$ cat src/rtl/mem_copier_if.sv
// Memory-side bus of mem_copier: one shared address for read and write,
// separate read/write strobes, write data out and combinational read data in.
interface mem_copier_if #(
    parameter int unsigned AW = 8,
    parameter int unsigned DW = 8
);
    logic [AW-1:0] Data_address;
    logic          Data_read_en;
    logic          Data_write_en;
    logic [DW-1:0] Data_memory_in;
    logic [DW-1:0] Data_memory_out;

    // Copier side: drives address, strobes and write data.
    modport master (
        output Data_address,
        output Data_read_en,
        output Data_write_en,
        output Data_memory_in,
        input  Data_memory_out
    );

    // Memory side: returns read data.
    modport slave (
        input  Data_address,
        input  Data_read_en,
        input  Data_write_en,
        input  Data_memory_in,
        output Data_memory_out
    );
endinterface

$ cat src/rtl/mem_copier.sv
// mem_copier: byte-by-byte ascending memory copy, 2 cycles per byte
// (RD then WR) over a single-pointer memory bus. All outputs are registered
// and derived from the next state, so they are valid for the whole cycle of
// the state they belong to and clear asynchronously on reset.
// Optional macro MEMCPY_FILL_EN adds a fill mode (fill, fill_value) that
// skips the reads and writes fill_value in consecutive WR cycles.
module mem_copier #(
    parameter int unsigned AW = 8,
    parameter int unsigned DW = 8
) (
    input  logic          CLK,
    input  logic          reset,
    input  logic          start,
    input  logic          abort,
    input  logic [AW-1:0] src_addr,
    input  logic [AW-1:0] dst_addr,
    input  logic [7:0]    len,
`ifdef MEMCPY_FILL_EN
    input  logic          fill,
    input  logic [DW-1:0] fill_value,
`endif
    output logic          busy,
    output logic          done,
    mem_copier_if.master  mem
);

    localparam int unsigned LW = 8;

    typedef enum logic [1:0] {
        IDLE = 2'd0,
        RD   = 2'd1,
        WR   = 2'd2,
        DONE = 2'd3
    } state_e;

    state_e        state_q, state_d;
    logic [AW-1:0] src_ptr_q, src_ptr_d;
    logic [AW-1:0] dst_ptr_q, dst_ptr_d;
    logic [LW-1:0] cnt_q, cnt_d;
    logic [DW-1:0] hold_reg_q, hold_reg_d;

    logic          busy_q, busy_d;
    logic          done_q, done_d;
    logic [AW-1:0] addr_q, addr_d;
    logic          rd_en_q, rd_en_d;
    logic          wr_en_q, wr_en_d;
    logic [DW-1:0] wdata_q, wdata_d;

    // Selected write data for the upcoming WR cycle and the state that follows a WR.
    logic [DW-1:0] wr_value_c;
    state_e        loop_state_c;

`ifdef MEMCPY_FILL_EN
    logic          fill_q, fill_d;
    logic [DW-1:0] fill_val_q, fill_val_d;
`endif

    // State, datapath and registered-output flops.
    always_ff @(posedge CLK or negedge reset) begin
        if (!reset) begin
            state_q    <= IDLE;
            src_ptr_q  <= '0;
            dst_ptr_q  <= '0;
            cnt_q      <= '0;
            hold_reg_q <= '0;
            busy_q     <= 1'b0;
            done_q     <= 1'b0;
            addr_q     <= '0;
            rd_en_q    <= 1'b0;
            wr_en_q    <= 1'b0;
            wdata_q    <= '0;
`ifdef MEMCPY_FILL_EN
            fill_q     <= 1'b0;
            fill_val_q <= '0;
`endif
        end else begin
            state_q    <= state_d;
            src_ptr_q  <= src_ptr_d;
            dst_ptr_q  <= dst_ptr_d;
            cnt_q      <= cnt_d;
            hold_reg_q <= hold_reg_d;
            busy_q     <= busy_d;
            done_q     <= done_d;
            addr_q     <= addr_d;
            rd_en_q    <= rd_en_d;
            wr_en_q    <= wr_en_d;
            wdata_q    <= wdata_d;
`ifdef MEMCPY_FILL_EN
            fill_q     <= fill_d;
            fill_val_q <= fill_val_d;
`endif
        end
    end

    // Next-state, pointer/count update and next-cycle bus outputs.
    always_comb begin
        state_d      = state_q;
        src_ptr_d    = src_ptr_q;
        dst_ptr_d    = dst_ptr_q;
        cnt_d        = cnt_q;
        hold_reg_d   = hold_reg_q;
        wr_value_c   = hold_reg_q;
        loop_state_c = RD;
`ifdef MEMCPY_FILL_EN
        fill_d       = fill_q;
        fill_val_d   = fill_val_q;
        if (fill_q) begin
            loop_state_c = WR;
        end
`endif

        case (state_q)
            IDLE: begin
                // abort outranks start; a zero-length request touches no memory
                if (start && !abort) begin
                    if (len == '0) begin
                        state_d = DONE;
                    end else begin
                        src_ptr_d = src_addr;
                        dst_ptr_d = dst_addr;
                        cnt_d     = len;
                        state_d   = RD;
`ifdef MEMCPY_FILL_EN
                        fill_d     = fill;
                        fill_val_d = fill_value;
                        if (fill) begin
                            state_d = WR;
                        end
`endif
                    end
                end
            end
            RD: begin
                // hold_reg only ever loads here, while the bus is driven
                hold_reg_d = mem.Data_memory_out;
                state_d    = abort ? IDLE : WR;
            end
            WR: begin
                src_ptr_d = src_ptr_q + AW'(1);
                dst_ptr_d = dst_ptr_q + AW'(1);
                cnt_d     = cnt_q - LW'(1);
                if (abort) begin
                    state_d = IDLE;
                end else if (cnt_d != '0) begin
                    state_d = loop_state_c;
                end else begin
                    state_d = DONE;
                end
            end
            DONE: begin
                state_d = IDLE;
            end
            default: begin
                state_d = IDLE;
            end
        endcase

        // Write data for the coming WR cycle: freshly read byte, or the fill value.
        wr_value_c = hold_reg_d;
`ifdef MEMCPY_FILL_EN
        if (fill_d) begin
            wr_value_c = fill_val_d;
        end
`endif

        busy_d  = (state_d != IDLE);
        done_d  = (state_d == DONE);
        rd_en_d = 1'b0;
        wr_en_d = 1'b0;
        addr_d  = '0;
        wdata_d = '0;
        case (state_d)
            RD: begin
                rd_en_d = 1'b1;
                addr_d  = src_ptr_d;
            end
            WR: begin
                wr_en_d = 1'b1;
                addr_d  = dst_ptr_d;
                wdata_d = wr_value_c;
            end
            default: begin
                rd_en_d = 1'b0;
            end
        endcase
    end

    assign busy               = busy_q;
    assign done               = done_q;
    assign mem.Data_address   = addr_q;
    assign mem.Data_read_en   = rd_en_q;
    assign mem.Data_write_en  = wr_en_q;
    assign mem.Data_memory_in = wdata_q;

endmodule

$ cat src/flat_wrapper.sv
// flat-port wrapper written by rule: the top's interface ports become plain ports
module mem_copier_flat 
#(
    parameter int unsigned AW = 8,
    parameter int unsigned DW = 8
)
  (CLK, reset, start, abort, src_addr, dst_addr, len, busy, done, mem_Data_address, mem_Data_read_en, mem_Data_write_en, mem_Data_memory_in, mem_Data_memory_out);
  mem_copier_if #(.AW(AW), .DW(DW)) mem_i ();
  input  logic CLK;
  input  logic reset;
  input  logic start;
  input  logic abort;
  input  logic [AW-1:0] src_addr;
  input  logic [AW-1:0] dst_addr;
  input  logic [7:0] len;
  output logic busy;
  output logic done;
  output wire logic [$bits(mem_i.Data_address)-1:0] mem_Data_address;
  output wire logic [$bits(mem_i.Data_read_en)-1:0] mem_Data_read_en;
  output wire logic [$bits(mem_i.Data_write_en)-1:0] mem_Data_write_en;
  output wire logic [$bits(mem_i.Data_memory_in)-1:0] mem_Data_memory_in;
  input wire logic [$bits(mem_i.Data_memory_out)-1:0] mem_Data_memory_out;
  assign mem_Data_address = mem_i.Data_address;
  assign mem_Data_read_en = mem_i.Data_read_en;
  assign mem_Data_write_en = mem_i.Data_write_en;
  assign mem_Data_memory_in = mem_i.Data_memory_in;
  assign mem_i.Data_memory_out = mem_Data_memory_out;
  mem_copier #(.AW(AW), .DW(DW)) u_core (.CLK(CLK), .reset(reset), .start(start), .abort(abort), .src_addr(src_addr), .dst_addr(dst_addr), .len(len), .busy(busy), .done(done), .mem(mem_i));
endmodule
$ cat config.mk
export PLATFORM = sky130hd
export DESIGN_NAME = mem_copier_flat
export DESIGN_NICKNAME = d
export VERILOG_FILES = /design/src/rtl/mem_copier_if.sv /design/src/rtl/mem_copier.sv /design/src/flat_wrapper.sv
export SDC_FILE = /design/constraint.sdc
export NUM_CORES = 1
export LEC_CHECK = 0
export CAP_MARGIN = 25
export CORE_ASPECT_RATIO = 0.9
export CORE_MARGIN = 8
export CORE_UTILIZATION = 34
export CTS_CLUSTER_DIAMETER = 200
export DETAILED_ROUTE_END_ITERATION = 7
export PLACE_DENSITY = 0.63
export SYNTH_ARGS = -nofsm -noshare
export SYNTH_HDL_FRONTEND = slang
export SYNTH_SLANG_ARGS = --single-unit
$ cat constraint.sdc
create_clock -name CLK -period 5.3 [get_ports CLK]
set_clock_uncertainty 0.2 [all_clocks]
set_input_delay 0.795 -clock CLK [delete_from_list [all_inputs] [get_ports CLK]]
set_output_delay 0.795 -clock CLK [all_outputs]
set_load 0.01 [all_outputs]
==> impl_metrics.yaml, run 1 <==
run_status:
  status: "complete, no violations"
route:
  wire_per_inst_um: 16.1
  firstDrtPassIters: 4
  drc_errors: 0
  vias_per_cell: 5.11
  vias: 2038
  wirelength_um: 6430
  ant_nets: 0
  drtIter0Drc: 62
setup_path:
  cp_slowest_stage_delay_ps: 710
  crit_chain: "clkdlybuf4s50_1, nor4_1, a31oi_1, nor3_1, a41o_1, ha_1, nor2b_1, a22o_1"
  path_class: "in -> reg"
  crit_fanout: 11
  cp.required_ps: 5350
  endpoint_kind: "register"
  crit_buf_inv: 1
  cp_slowest_cell: "nor4_1"
  cp-start-kind: "input port"
  r2r-start: "u_core.state_q[1]$_DFF_PN0_"
  arrival_ps: 3690
  crit_path_start: "len[5]"
  path_delay_family: "simple AND/OR/NAND/NOR gates"
floorplanning:
  fp.coreArea_um2: 7540
  dieArea_um2: 10900
  pin_count: 56
  die_h_um: 99.8
  die_w_um: 109
  rows: 30
  initial_utilization: 0.352
pwr:
  intPower_mw: 0.709
  power.leakage_nw: 1.37
  swShare: 0.316
  p_clk_frac: 0.238
  p_sw_mw: 0.328
  pwr-share-seq: 0.525
  pwr-share-comb: 0.237
  powerDensity_nw_per_um2: 306
  peakVddDrop_mv: 0.146
clock_tree:
  cts.sinks: 54
  cts_root_buffer: "clkbuf_8"
  h-tree-depth: 2
  insertion_delay_ps: 310
  hold_buffers: 0
  cts_tree: "built"
  ctsResizeCount: 0
  cts_buffer_depth: 2
  numCtsBuffers: 5
  cts_setup_buffers: 0
  clkTransAtPathRegs_ps: 100
placed_design:
  gp_congestion: 0.897
  dpl.hpwl_um: 4800
  place_area_um2: 3290
  placed_cells: 391
  pre_cts_slack_ps: 1390
  io_buffers: 55
logic_synthesis:
  syn_area_um2: 2650
  synth_area_leaders: "dfrtp_1 (51%), mux2_2 (3.8%), ha_1 (3.8%)"
  synthFlopType: "dfrtp_1"
  syn_nets: 290
  synth_seq_cells: 54
  postSynth.asyncResetShare: 1.00
  synth_edf_count: 0
  synth.avg_cell_area_um2: 10.8
  yosysTopAreaCell: "dfrtp_1"
  ys_seq_area_frac: 0.509
  synth_cell_types: 52
  synth_top_area_frac: 0.509
  yosysWarnings: 0
  syn_inst: 246
timing:
  final-max-slew-violation-count: 0
  slew_headroom: 0.473
  worst_pin_slew_ps: 784
  final_hold_viol_count: 0
  finalCritPeriodShare: 0.688
  setup_tns_ps: 0
  setup_slack_ps: 1650
  post-route-min-period_ps: 3650
  rsz0062_at_grt: "false"
  setup_violations: 0
  max_freq_mhz: 274
run:
  timing.max_cap.violations: 0
layout:
  nNetsFinal: 346
  diodes: 0
  finalNonFillerCells: 399
  layout_common_cells: "clkdlybuf4s50_1 (54), dfrtp_1 (54), nor2_1 (17)"
  finalInstanceArea_um2: 3390
  area_delta_synth_final_pct: 27.7
  drive_gt1_frac: 0.106
global_routing:
  grt_max_degree: 55
  overflow: 0
  first_global_vias: 2136
  grt_usage: 0.123
  antenna_found_initial: 0
  grt_first_pass_wirelength_um: 10600
min_path:
  hp-class: "reg -> reg"
  hp-start: "u_core.dst_ptr_q[7]$_DFF_PN0_"
cells in the mapped netlist, types with 3 or more instances:
| cell | n |
|---|---|
| a21oi_1 | 10 |
| mux2i_1 | 5 |
| nand2b_1 | 5 |
| nor4_1 | 5 |
| mux2_2 | 9 |
| clkbuf_1 | 4 |
| xnor2_1 | 4 |
| inv_1 | 9 |
| a2bb2oi_1 | 3 |
| o2bb2ai_1 | 3 |
| and2_1 | 10 |
| ha_1 | 8 |
| nor3_1 | 9 |
| nand3_1 | 9 |
| a22o_1 | 7 |
| nand2_1 | 13 |
| o31ai_1 | 3 |
| o21ai_0 | 12 |
| nand3b_1 | 3 |
| nor2_1 | 17 |
| nor2b_1 | 4 |
| dfrtp_1 | 54 |
| nor3b_1 | 3 |
power by group through the flow:
stage / Combinational [mW] / Clock [mW] / Sequential (mW)
after global routing: 0.277 / 0.270 / 0.555
final: 0.246 / 0.247 / 0.544
after global placement: 0.243 / 0 / 0.550
after CTS: 0.251 / 0.254 / 0.544
after detailed placement: 0.250 / 0 / 0.551
after floorplan: 0.164 / 0 / 0.538
registers in the layout, indices dropped and copies added, names as in the netlist:
name and flops:
u_core.dst_ptr_q 8, u_core.done 1, u_core.state_q 2, u_core.mem.Data_address 8
u_core.mem.Data_read_en 1, u_core.mem.Data_memory_in 8, u_core.cnt_q 8, u_core.src_ptr_q 8
u_core.hold_reg_q 8, u_core.mem.Data_write_en 1, u_core.busy 1
metal layers:
| layer | share of wire | GRT usage |
|---|---|---|
| met1 | 0.47 | 0.167 |
| met2 | 0.44 | 0.189 |
| met3 | 0.079 | 0.0327 |
| met4 | 0.0093 | 0.0347 |
| met5 | 0 | 0 |
cell type report:
class	instances	area [um2]
Fill cell	726	4160
Sequential cell	54	1350
Multi-Input combinational cell	175	1230
Timing Repair Buffer	56	553
Tap cell	96	120
Clock buffer	5	68.8
Inverter	10	37.5
Clock inverter	3	28.8
worst paths after layout:
kind / to / depth (start not counted) / slack (ps)
min in group asynchronous: u_core.src_ptr_q[6]$_DFF_PN0_ / 2 / 390
hold reg to reg: u_core.dst_ptr_q[7]$_DFF_PN0_ / 1 / 280
setup / recovery: u_core.mem.Data_address[4]$_DFF_PN0_ / 8 / 1650
max in group asynchronous: u_core.cnt_q[1]$_DFFE_PN0P_ / 2 / 4040
setup reg to reg: u_core.mem.Data_address[4]$_DFF_PN0_ / 6 / 2040
hold / removal: u_core.dst_ptr_q[7]$_DFF_PN0_ / 1 / 280
cell families after synthesis:
group                    count (synthesis)  synth area share
AND/OR/NAND/NOR                         86             0.176
AO/OA/AOI/OAI                           61             0.173
flip-flops                              54             0.509
buffers and inverters                   17            0.0273
multiplexers                            14            0.0571
adder cells (fa/ha/maj)                  8            0.0377
XOR/XNOR                                 6            0.0198
through the flow:
stage	power (mW)	hold WS [ps]	utilization
after floorplan	0.702	249	-
after global placement	0.793	261	0.436
after detailed placement	0.801	273	0.436
after CTS	1.05	287	0.449
after global routing	1.10	306	0.449
final	1.04	281	0.449
Power figures use the tool's default switching activity.
==> inputs of run 2 (changes only) <==
clock period = 3.7 ns   (was 5.3 ns; I/O delays follow)
==> impl_metrics.yaml, run 2 (synthesis results as in run 1) <==
layout:
  area_delta_synth_final_pct: 29.6
  drive_gt1_frac: 0.117
  diodes: 0
  layout_common_cells: "clkdlybuf4s50_1 (54), dfrtp_1 (54), nor2_1 (17)"
  nNetsFinal: 351
  finalNonFillerCells: 404
  post-route-util: 0.456
setup_path:
  cp.required_ps: 3740
  r2r.worst_path.cells: 9
  cp-start-kind: "register"
  endpoint_kind: "register"
  r2r-end: "u_core.mem.Data_address[7]$_DFF_PN0_"
  cp_slowest_stage_delay_ps: 500
  cp_slowest_cell: "nor2b_1"
  arrival_ps: 3130
  r2r-start: "u_core.cnt_q[0]$_DFFE_PN0P_"
  worst_path_most_repeated_cell: "ha_1"
  crit_fanout: 7
  rrSetupSlack_ps: 610
  crit_chain: "inv_1, ha_1, nor3b_1, nand2_1, xor2_1, a41o_1, ha_1, nor2b_1, a22o_1"
  path_class: "reg -> reg"
min_path:
  hp-class: "in -> async"
clock_tree:
  insertion_delay_ps: 300
  cts.sinks: 54
  cts_buffer_depth: 2
  cts_tree: "built"
  cts_setup_buffers: 0
  h-tree-depth: 2
  cts_root_buffer: "clkbuf_8"
  clkTransAtPathRegs_ps: 100
  ctsResizeCount: 0
  numCtsBuffers: 5
  hold_buffers: 0
placed_design:
  gp_congestion: 0.919
  io_buffers: 55
  placed_cells: 396
  dpl.hpwl_um: 4980
route:
  drc_errors: 0
  vias_per_cell: 5.16
  ant_nets: 0
  wirelength_um: 6650
  firstDrtPassIters: 4
  drtIter0Drc: 73
  vias: 2085
  wire_per_inst_um: 16.5
floorplanning:
  die_w_um: 109
  die_h_um: 99.8
  dieArea_um2: 10900
  rows: 30
  fp.coreArea_um2: 7540
  initial_utilization: 0.352
  pin_count: 56
run_status:
  status: "complete, no violations"
timing:
  final-max-slew-violation-count: 0
  rsz0062_at_grt: "false"
  finalCritPeriodShare: 0.835
  setup_violations: 0
  holdWs_ps: 95.3
  final_hold_viol_count: 0
  max_freq_mhz: 324
  slew_headroom: 0.529
  setup_tns_ps: 0
  worst_pin_slew_ps: 707
  post-route-min-period_ps: 3090
global_routing:
  first_global_vias: 2220
  overflow: 0
  grt_first_pass_wirelength_um: 11300
  grt_usage: 0.130
  antenna_found_initial: 0
  grt_max_degree: 33
pwr:
  powerDensity_nw_per_um2: 445
  peakVddDrop_mv: 0.195
  power.leakage_nw: 1.40
run:
  timing.max_cap.violations: 0
[run 2: cell types whose count changed in the layout (fill, tap and decap cells not counted)]
cell        before  now
buf_4            1    6
bufinv_16        0    1
clkbuf_1         0    1
clkinv_4         1    0
clkinvlp_4       0    1
inv_6            1    0
inv_8            1    0
[run 2: final cells by class]
cell class / instances / area, um2
tap: 96 / 120
timing repair buffer: 61 / 591
inverter: 10 / 37.5
clock buffer: 6 / 72.6
multi-input combinational: 175 / 1230
fill: 729 / 4110
clock inverter: 2 / 37.5
sequential: 54 / 1350
[run 2: critical path: cells and delay by family (launching register included)]
kind	cells	cell delay, ps
xor gates and xnor gates	1	210
and+or+nand+nor	3	970
buffers and inverters	1	110
AOI/OAI and AO/OA	2	530
adders and majority gates	2	540
DFF	1	460
[run 2: power breakdown]
part	total (mW)	internal, mW	switching, mW	leakage [nW]
clock	0.394	0.202	0.192	0.0514
combinational	0.360	0.187	0.173	0.677
sequential	0.778	0.689	0.0889	0.671
[run 2: through the flow]
stage | setup WS, ps | cell area [um2] | power [mW]
floorplan | 1110 | 2650 | 1.00
global placement | 525 | 3330 | 1.14
detailed placement | 377 | 3330 | 1.15
CTS | 617 | 3440 | 1.55
global route | 376 | 3440 | 1.64
finish | 611 | 3440 | 1.53
[run 2: per-layer routing]
layer	global-route usage	up-vias	share of wire
met3	0.0397	6	0.081
met5	0	-	0
li1	-	1015	-
met2	0.190	64	0.46
met4	0.0368	0	0.011
met1	0.179	1000	0.45
[run 2: worst max path at each step]
stage | startpoint | end | slack (ps) | cells after the start
global placement | len[5] | u_core.mem.Data_address[6]$_DFF_PN0_ | 520 | 8
finish | u_core.cnt_q[0]$_DFFE_PN0P_ | u_core.mem.Data_address[7]$_DFF_PN0_ | 610 | 9
detailed placement | len[5] | u_core.mem.Data_address[6]$_DFF_PN0_ | 380 | 8
CTS | u_core.cnt_q[0]$_DFFE_PN0P_ | u_core.mem.Data_address[6]$_DFF_PN0_ | 620 | 9
floorplan | len[1] | u_core.mem.Data_address[1]$_DFF_PN0_ | 1110 | 9
global route | u_core.cnt_q[0]$_DFFE_PN0P_ | u_core.mem.Data_address[6]$_DFF_PN0_ | 380 | 9
==> inputs of run 3 (changes only) <==
clock period = 3.2 ns   (was 3.7 ns; I/O delays follow)
==> impl_metrics.yaml, run 3 (synthesis results as in run 1) <==
pwr:
  report.power.total_mw: 1.73
  peakVddDrop_mv: 0.220
  power.leakage_nw: 1.41
  powerDensity_nw_per_um2: 502
run:
  timing.max_cap.violations: 0
route:
  wirelength_um: 6520
  vias_per_cell: 5.17
  ant_nets: 0
  wire_per_inst_um: 16.0
  vias: 2097
  firstDrtPassIters: 4
  drc_errors: 0
  drtIter0Drc: 101
floorplanning:
  dieArea_um2: 10900
  die_h_um: 99.8
  rows: 30
  pin_count: 56
  initial_utilization: 0.352
  die_w_um: 109
  fp.coreArea_um2: 7540
placed_design:
  io_buffers: 55
  place_area_um2: 3340
  gp_congestion: 0.884
  placed_cells: 398
  dpl.hpwl_um: 4760
clock_tree:
  insertion_delay_ps: 310
  ctsResizeCount: 0
  cts_root_buffer: "clkbuf_8"
  cts.sinks: 54
  h-tree-depth: 2
  hold_buffers: 0
  cts_buffer_depth: 2
  cts_tree: "built"
  cts_setup_buffers: 0
  clkTransAtPathRegs_ps: 110
  numCtsBuffers: 5
layout:
  drive_gt1_frac: 0.129
  finalNonFillerCells: 406
  layout_common_cells: "clkdlybuf4s50_1 (54), dfrtp_1 (54), nor2_1 (17)"
  finalInstanceArea_um2: 3440
  area_delta_synth_final_pct: 29.8
  diodes: 0
  nNetsFinal: 353
timing:
  holdWs_ps: 76.0
  worst_pin_slew_ps: 691
  slew_headroom: 0.539
  rsz0062_at_grt: "false"
  finalCritPeriodShare: 0.908
  setup_tns_ps: 0
  setup_violations: 0
  final_hold_viol_count: 0
  final-max-slew-violation-count: 0
  max_freq_mhz: 344
  post-route-min-period_ps: 2910
global_routing:
  grt_max_degree: 55
  first_global_vias: 2136
  antenna_found_initial: 0
  grt_first_pass_wirelength_um: 10700
  grt_usage: 0.124
  overflow: 0
setup_path:
  cp.required_ps: 3250
  cp-start-kind: "register"
  crit_fanout: 7
  arrival_ps: 2960
  cp_slowest_cell: "dfrtp_1"
  path_class: "reg -> reg"
  crit_chain: "inv_1, ha_1, nor3b_1, nand2_1, xor2_1, a41o_1, ha_1, nor2b_2, a22o_1"
  worst_path_most_repeated_cell: "ha_1"
  endpoint_kind: "register"
  path_delay_family: "simple AND/OR/NAND/NOR gates"
  crit_buf_inv: 1
  cp_slowest_stage_delay_ps: 460
run_status:
  status: "complete, no violations"
min_path:
  hp-class: "in -> async"
[run 3: cell type report]
class                      instances  area, um2
timing repair buffer              63        606
clock inverter                     3       28.8
inverter                          10       37.5
tap                               96        120
clock buffer                       5       68.8
sequential                        54       1350
fill                             755       4100
multi-input combinational        175       1230
[run 3: worst paths after layout]
check,start,to,slack [ps],cells after the start
min,reset,u_core.src_ptr_q[6]$_DFF_PN0_,80,2
min in group CLK,u_core.dst_ptr_q[7]$_DFF_PN0_,u_core.dst_ptr_q[7]$_DFF_PN0_,290,1
max in group asynchronous,reset,u_core.src_ptr_q[5]$_DFF_PN0_,2250,2
max,u_core.cnt_q[0]$_DFFE_PN0P_,u_core.mem.Data_address[6]$_DFF_PN0_,290,9
max reg2reg,u_core.cnt_q[0]$_DFFE_PN0P_,u_core.mem.Data_address[6]$_DFF_PN0_,290,9
min reg2reg,u_core.dst_ptr_q[7]$_DFF_PN0_,u_core.dst_ptr_q[7]$_DFF_PN0_,290,1
[run 3: worst register-to-register path: cells and delay by family, from the launching register on]
family | cells | cell delay [ps]
AOI/OAI and AO/OA | 2 | 480
xor gates and xnor gates | 1 | 240
adders and majority gates | 2 | 540
buffers and inverters | 1 | 100
DFF | 1 | 460
and+or+nand+nor | 3 | 810
[run 3: per-layer routing]
layer / routed length (um) / part of all wire / track usage
met5: 0 / 0 / 0
met4: 61 / 0.0094 / 0.0294
met3: 387 / 0.059 / 0.0410
met2: 2960 / 0.45 / 0.183
met1: 3110 / 0.48 / 0.170
[run 3: power by group]
part / switching (mW) / total (mW) / internal (mW)
Combinational: 0.203 / 0.421 / 0.219
Sequential: 0.0969 / 0.893 / 0.796
Clock: 0.250 / 0.414 / 0.164
Total: 0.549 / 1.73 / 1.18
[run 3: per-stage QoR]
step | setup WS, ps | utilization
6_report | 294 | 0.457
5_1_grt | 130 | 0.457
4_1_cts | 141 | 0.456
3_5_place_dp | 15.8 | 0.443
3_3_place_gp | 88.0 | 0.443
2_1_floorplan | 684 | -
==> edit 1 (settings of run 2) <==
Re-encode `state_e` (4 states) as one-hot, 4 bits wide.
--- a/src/rtl/mem_copier.sv
+++ b/src/rtl/mem_copier.sv
@@ -26,11 +26,11 @@
 
     localparam int unsigned LW = 8;
 
-    typedef enum logic [1:0] {
-        IDLE = 2'd0,
-        RD   = 2'd1,
-        WR   = 2'd2,
-        DONE = 2'd3
+    typedef enum logic [3:0] {
+        IDLE = 4'b0001,
+        RD   = 4'b0010,
+        WR   = 4'b0100,
+        DONE = 4'b1000
     } state_e;
 
     state_e        state_q, state_d;
Check against the original RTL: same outputs for any inputs over 10 cycles, from zero or initial values and one cycle with reset low; not proved beyond that.
==> edit 1 against run 2 <==
- power down 6.7%
- global-route usage fell by 0.86 points
- worst setup slack better by 0.36 ns
- area after synthesis grew 0.47%
- wire length is 4.5% lower
- critical path depth is 2 lower
- cell area is 0.25% higher
- sequential cell count rose by 2
- critical path type unchanged
==> edit 1: results (changes against run 2) <==
| Metric | Value |
|---|---|
| Outcome | `finished clean` |
| WL final | `6.35 mm (-4.5%)` |
| Via/cell ratio | `5.24 (+1.4%)` |
| Syn Nets | `277 (-4.5%)` |
| Fillers | `731 (+0.27%)` |
| Nets | `334 (-4.8%)` |
| Count of different cell masters after synthesis | `54 (+3.8%)` |
| Synth warn | `0 (unchanged)` |
| Final Max Slew Viols | `0 (unchanged)` |
| Top cells by area, synth | `dfrtp_1, a221o_1, mux2_2` |
| H-tree depth | `2 (unchanged)` |
| Reg2Reg Depth | `7 (-2)` |
| Total CTS buffers | `5 (unchanged)` |
| Placed cell area | `0.00334 mm2 (+0.38%)` |
| All-layer global routing usage | `0.121 (-0.00861)` |
| Crit path max fanout | `9 (+2)` |
| GPL Wtd Cong | `0.790 (-14%)` |
| Largest net degree at the start of global routing | `42 (+27%)` |
| Seq/Total Area, Yosys | `0.526 (+0.0169)` |
| Commonest cells in the netlist | `dfrtp_1, nand2_1, nor2_1, a221o_1, o21ai_0` |
| Post-CTS Setup Inserts | `0 (unchanged)` |
| Hold buffers post-CTS | `1 (+1)` |
| HP Class | `flop to flop` |
| DR iter-0 viols | `112 (+53%)` |
| Worst-Margin Slew | `0.906 ns (+0.199 ns)` |
| Share of layout cells above drive strength 1 | `0.125 (+0.00854)` |
| Leakage | `0.00144 uW (+3.0%)` |
| Peak supply drop | `0.172 mV (-12%)` |
| Post-cts resize count | `0 (unchanged)` |
| Clock Latency Late Sink | `0.32 ns (+0.02 ns)` |
| WP data arrival | `2.79 ns (-0.34 ns)` |
| Area Growth Syn to Fin | `29.3%` |
| Initial antenna violation count | `0 (unchanged)` |
| First-pass GRT wire length | `10.5 mm (-7.1%)` |
| DP Worst Slack | `0.653 ns (+0.276 ns)` |
| Port bufs | `55 (unchanged)` |
| Hold Path Cell Cnt | `1` |
| DP HPWL | `4.53 mm (-9.2%)` |
| Vias in the first global route | `2068 (-6.8%)` |
| Antenna Cells | `0 (unchanged)` |
| NetSw | `426 uW (-6.0%)` |
## edit 1: cell types whose count changed after synthesis, moves of 4 or more
cell,change
ha_1,-4
nand2_1,+5
inv_1,-4
or4_1,+4
nor3_1,-7
nor2b_1,-4
or3_1,+5
a221o_1,+12
## edit 1: logic make-up (layout without fill, tap and decap cells)
logic type               count (synthesis)  after routing  synth area share
flip-flops                              56             56             0.526
adder cells (fa/ha/maj)                  4              4            0.0188
XOR/XNOR                                 3              3           0.00986
multiplexers                            10             10            0.0413
buffers and inverters                   17             75            0.0305
AND/OR/NAND/NOR                         86             86             0.190
AO/OA/AOI/OAI                           61             61             0.183
## edit 1: through the flow
stage | power [uW] | cells
after floorplan | 960 | 237
after global placement | 1070 | 381
after detailed placement | 1080 | 382
after CTS | 1440 | 391
after global routing | 1520 | 391
final | 1430 | 391
## edit 1: final timing paths
kind                                       from                    endpoint  slack (ns)
max                             u_core.cnt_q[0]  u_core.mem.Data_address[1]        0.97
min                        u_core.hold_reg_q[6]        u_core.hold_reg_q[6]        0.30
max reg2reg                     u_core.cnt_q[0]  u_core.mem.Data_address[1]        0.97
min reg2reg                u_core.hold_reg_q[6]        u_core.hold_reg_q[6]        0.30
max in group asynchronous                 reset         u_core.src_ptr_q[0]        2.21
min in group asynchronous                 reset             u_core.cnt_q[5]        0.42
## edit 1: power by group through the flow
| stage | clock network, uW | registers [uW] | logic, uW |
|---|---|---|---|
| after global placement | 0 | 797 | 276 |
| after detailed placement | 0 | 798 | 285 |
| after CTS | 371 | 788 | 285 |
| after global routing | 395 | 806 | 315 |
| final | 356 | 790 | 282 |
| after floorplan | 0 | 782 | 178 |
## edit 1: routing by layer
| layer | vias to the layer above | global-route usage | part of all wire |
|---|---|---|---|
| li1 | 1010 | - | - |
| met1 | 978 | 0.161 | 0.48 |
| met2 | 53 | 0.186 | 0.44 |
| met3 | 6 | 0.0365 | 0.068 |
| met4 | 0 | 0.0311 | 0.0099 |
| met5 | - | 0 | 0 |
## edit 1: cell type report
class                      count  share of cell area
inverter                       5             0.00544
tap                           96              0.0348
multi-input combinational    164               0.347
sequential                    56               0.407
timing repair buffer          62               0.178
clock buffer                   5              0.0200
clock inverter                 3             0.00798
## edit 1: critical path, cell delays in order (launching register included)
cell and delay, ns:
dfrtp_1 0.44, inv_1 0.10, ha_1 0.21, or3b_1 0.43, nor4_1 0.46, nor4_4 0.14, o31ai_4 0.46, a22o_1 0.23
==> edit 2 (flow settings as in run 2) <==
Made on the original files. `AW` is set to 8 in 3 places; all go to 7.
--- a/src/rtl/mem_copier_if.sv
+++ b/src/rtl/mem_copier_if.sv
@@ -1,7 +1,7 @@
 // Memory-side bus of mem_copier: one shared address for read and write,
 // separate read/write strobes, write data out and combinational read data in.
 interface mem_copier_if #(
-    parameter int unsigned AW = 8,
+    parameter int unsigned AW = 7,
     parameter int unsigned DW = 8
 );
     logic [AW-1:0] Data_address;
--- a/src/rtl/mem_copier.sv
+++ b/src/rtl/mem_copier.sv
@@ -5,7 +5,7 @@
 // Optional macro MEMCPY_FILL_EN adds a fill mode (fill, fill_value) that
 // skips the reads and writes fill_value in consecutive WR cycles.
 module mem_copier #(
-    parameter int unsigned AW = 8,
+    parameter int unsigned AW = 7,
     parameter int unsigned DW = 8
 ) (
     input  logic          CLK,
--- a/src/flat_wrapper.sv
+++ b/src/flat_wrapper.sv
@@ -1,7 +1,7 @@
 // flat-port wrapper written by rule: the top's interface ports become plain ports
 module mem_copier_flat 
 #(
-    parameter int unsigned AW = 8,
+    parameter int unsigned AW = 7,
     parameter int unsigned DW = 8
 )
   (CLK, reset, start, abort, src_addr, dst_addr, len, busy, done, mem_Data_address, mem_Data_read_en, mem_Data_write_en, mem_Data_memory_in, mem_Data_memory_out);
Ports: changed (resized dst_addr, mem_Data_address and src_addr); port bits go from 56 to 53. The function was not compared with the original's and may differ.
==> edit 2 against run 2 <==
- wire length down 2.9%
- worst setup slack worse by 0.062 ns
- sequential cell count down 3
- area after synthesis shrank 4.8%
- count of clock-buffer cells in the layout shrank 1
- power decreased by 9.7%
- final cell count shrank 3.5%
- critical path depth did not move
- cell area fell by 5.6%
- hold slack got worse by 0.069 ns
- critical endpoint is now u_core.mem.Data_address[0]
==> edit 2: results (changes against run 2) <==
| Metric | Value |
|---|---|
| Outcome | `finished clean` |
| Port bufs | `52 (-5.5%)` |
| Count of different cell masters after synthesis | `54 (+3.8%)` |
| GPL Wtd Cong | `0.816 (-11%)` |
| DP Worst Slack | `0.410 ns (+0.0323 ns)` |
| Share of layout cells above drive strength 1 | `0.105 (-0.0114)` |
| Largest net degree at the start of global routing | `32 (-3.0%)` |
| All-layer global routing usage | `0.129 (-0.00122)` |
| Post-synthesis xor/xnor area fraction | `0.00693 (-0.0129)` |
| Post-synthesis compound-gate area fraction | `0.203 (+0.0299)` |
| Fillers | `735 (+0.82%)` |
| Via/cell ratio | `5.20 (+0.76%)` |
| Commonest cells in the netlist | `dfrtp_1, nand2_1, a21oi_1, inv_1, nor2_1` |
| Peak supply drop | `0.258 mV (+32%)` |
| Met1 Resource Use GR | `0.175 (-0.00450)` |
| Leakage | `0.00133 uW (-5.0%)` |
| Wire length on met2 | `3.05 mm (+0.59%)` |
| Mapped Avg Cell Area | `10.6 um2 (-1.6%)` |
| Met2 usage | `0.195 (+0.00473)` |
| Crit path max fanout | `11 (+4)` |
| Slew HR | `0.523 (-0.00515)` |
| DP HPWL | `4.82 mm (-3.3%)` |
| Vias in the first global route | `2107 (-5.1%)` |
| Fin util | `0.441 (-0.0146)` |
| Top cells by area, synth | `dfrtp_1, ha_1, mux2_2` |
| Mux share of post-synthesis cell area | `0.0356 (-0.0214)` |
| Placed cell area | `0.00315 mm2 (-5.3%)` |
| Seq/Total Area, Yosys | `0.505 (-0.00424)` |
| Met3 routed WL | `381 um (-29%)` |
-- edit 2: cell count changes in the layout (fill, tap and decap cells not counted), sizes merged, moves of 4 or more --
| cell | delta |
|---|---|
| a21oi | +6 |
| o32ai | +5 |
| a22o | -7 |
| o21ai | -8 |
| inv | +7 |
| nand2 | +5 |
| nor2 | -4 |
| and3 | +4 |
| nor3 | -6 |
| mux2i | -5 |
| o22ai | +4 |
-- edit 2: cell type report --
cell class | count | area share
inverter | 15 | 0.0173
tap | 96 | 0.0370
clock inverter | 3 | 0.00809
timing repair buffer | 56 | 0.168
clock buffer | 5 | 0.0212
sequential | 51 | 0.393
multi-input combinational | 164 | 0.355
-- edit 2: critical path, cell delays in order, from the launching register on --
cell	delay (ns)
dfrtp_1	0.41
inv_1	0.10
ha_1	0.23
or3b_2	0.52
o31ai_1	0.21
nand3_1	0.12
o32ai_1	0.26
ha_1	0.47
nand2_1	0.21
o32ai_1	0.31
-- edit 2: report_power, final --
part,switching (uW),total [uW],internal [uW],leakage [uW]
logic,166,327,161,0.000654
clock network,202,342,140,0.0000491
registers,70.4,713,643,0.000625
-- edit 2: path summary, 6_finish.rpt --
path                                 startpoint                    endpoint  slack [ns]  cells past startpoint
min in group CLK           u_core.hold_reg_q[3]        u_core.hold_reg_q[3]        0.30                      1
hold reg to reg            u_core.hold_reg_q[3]        u_core.hold_reg_q[3]        0.30                      1
max in group asynchronous                 reset         u_core.dst_ptr_q[1]        2.51                      2
setup reg to reg                u_core.cnt_q[0]  u_core.mem.Data_address[0]        0.55                      9
setup / recovery                u_core.cnt_q[0]  u_core.mem.Data_address[0]        0.55                      9
hold / removal                            reset             u_core.cnt_q[0]        0.03                      1
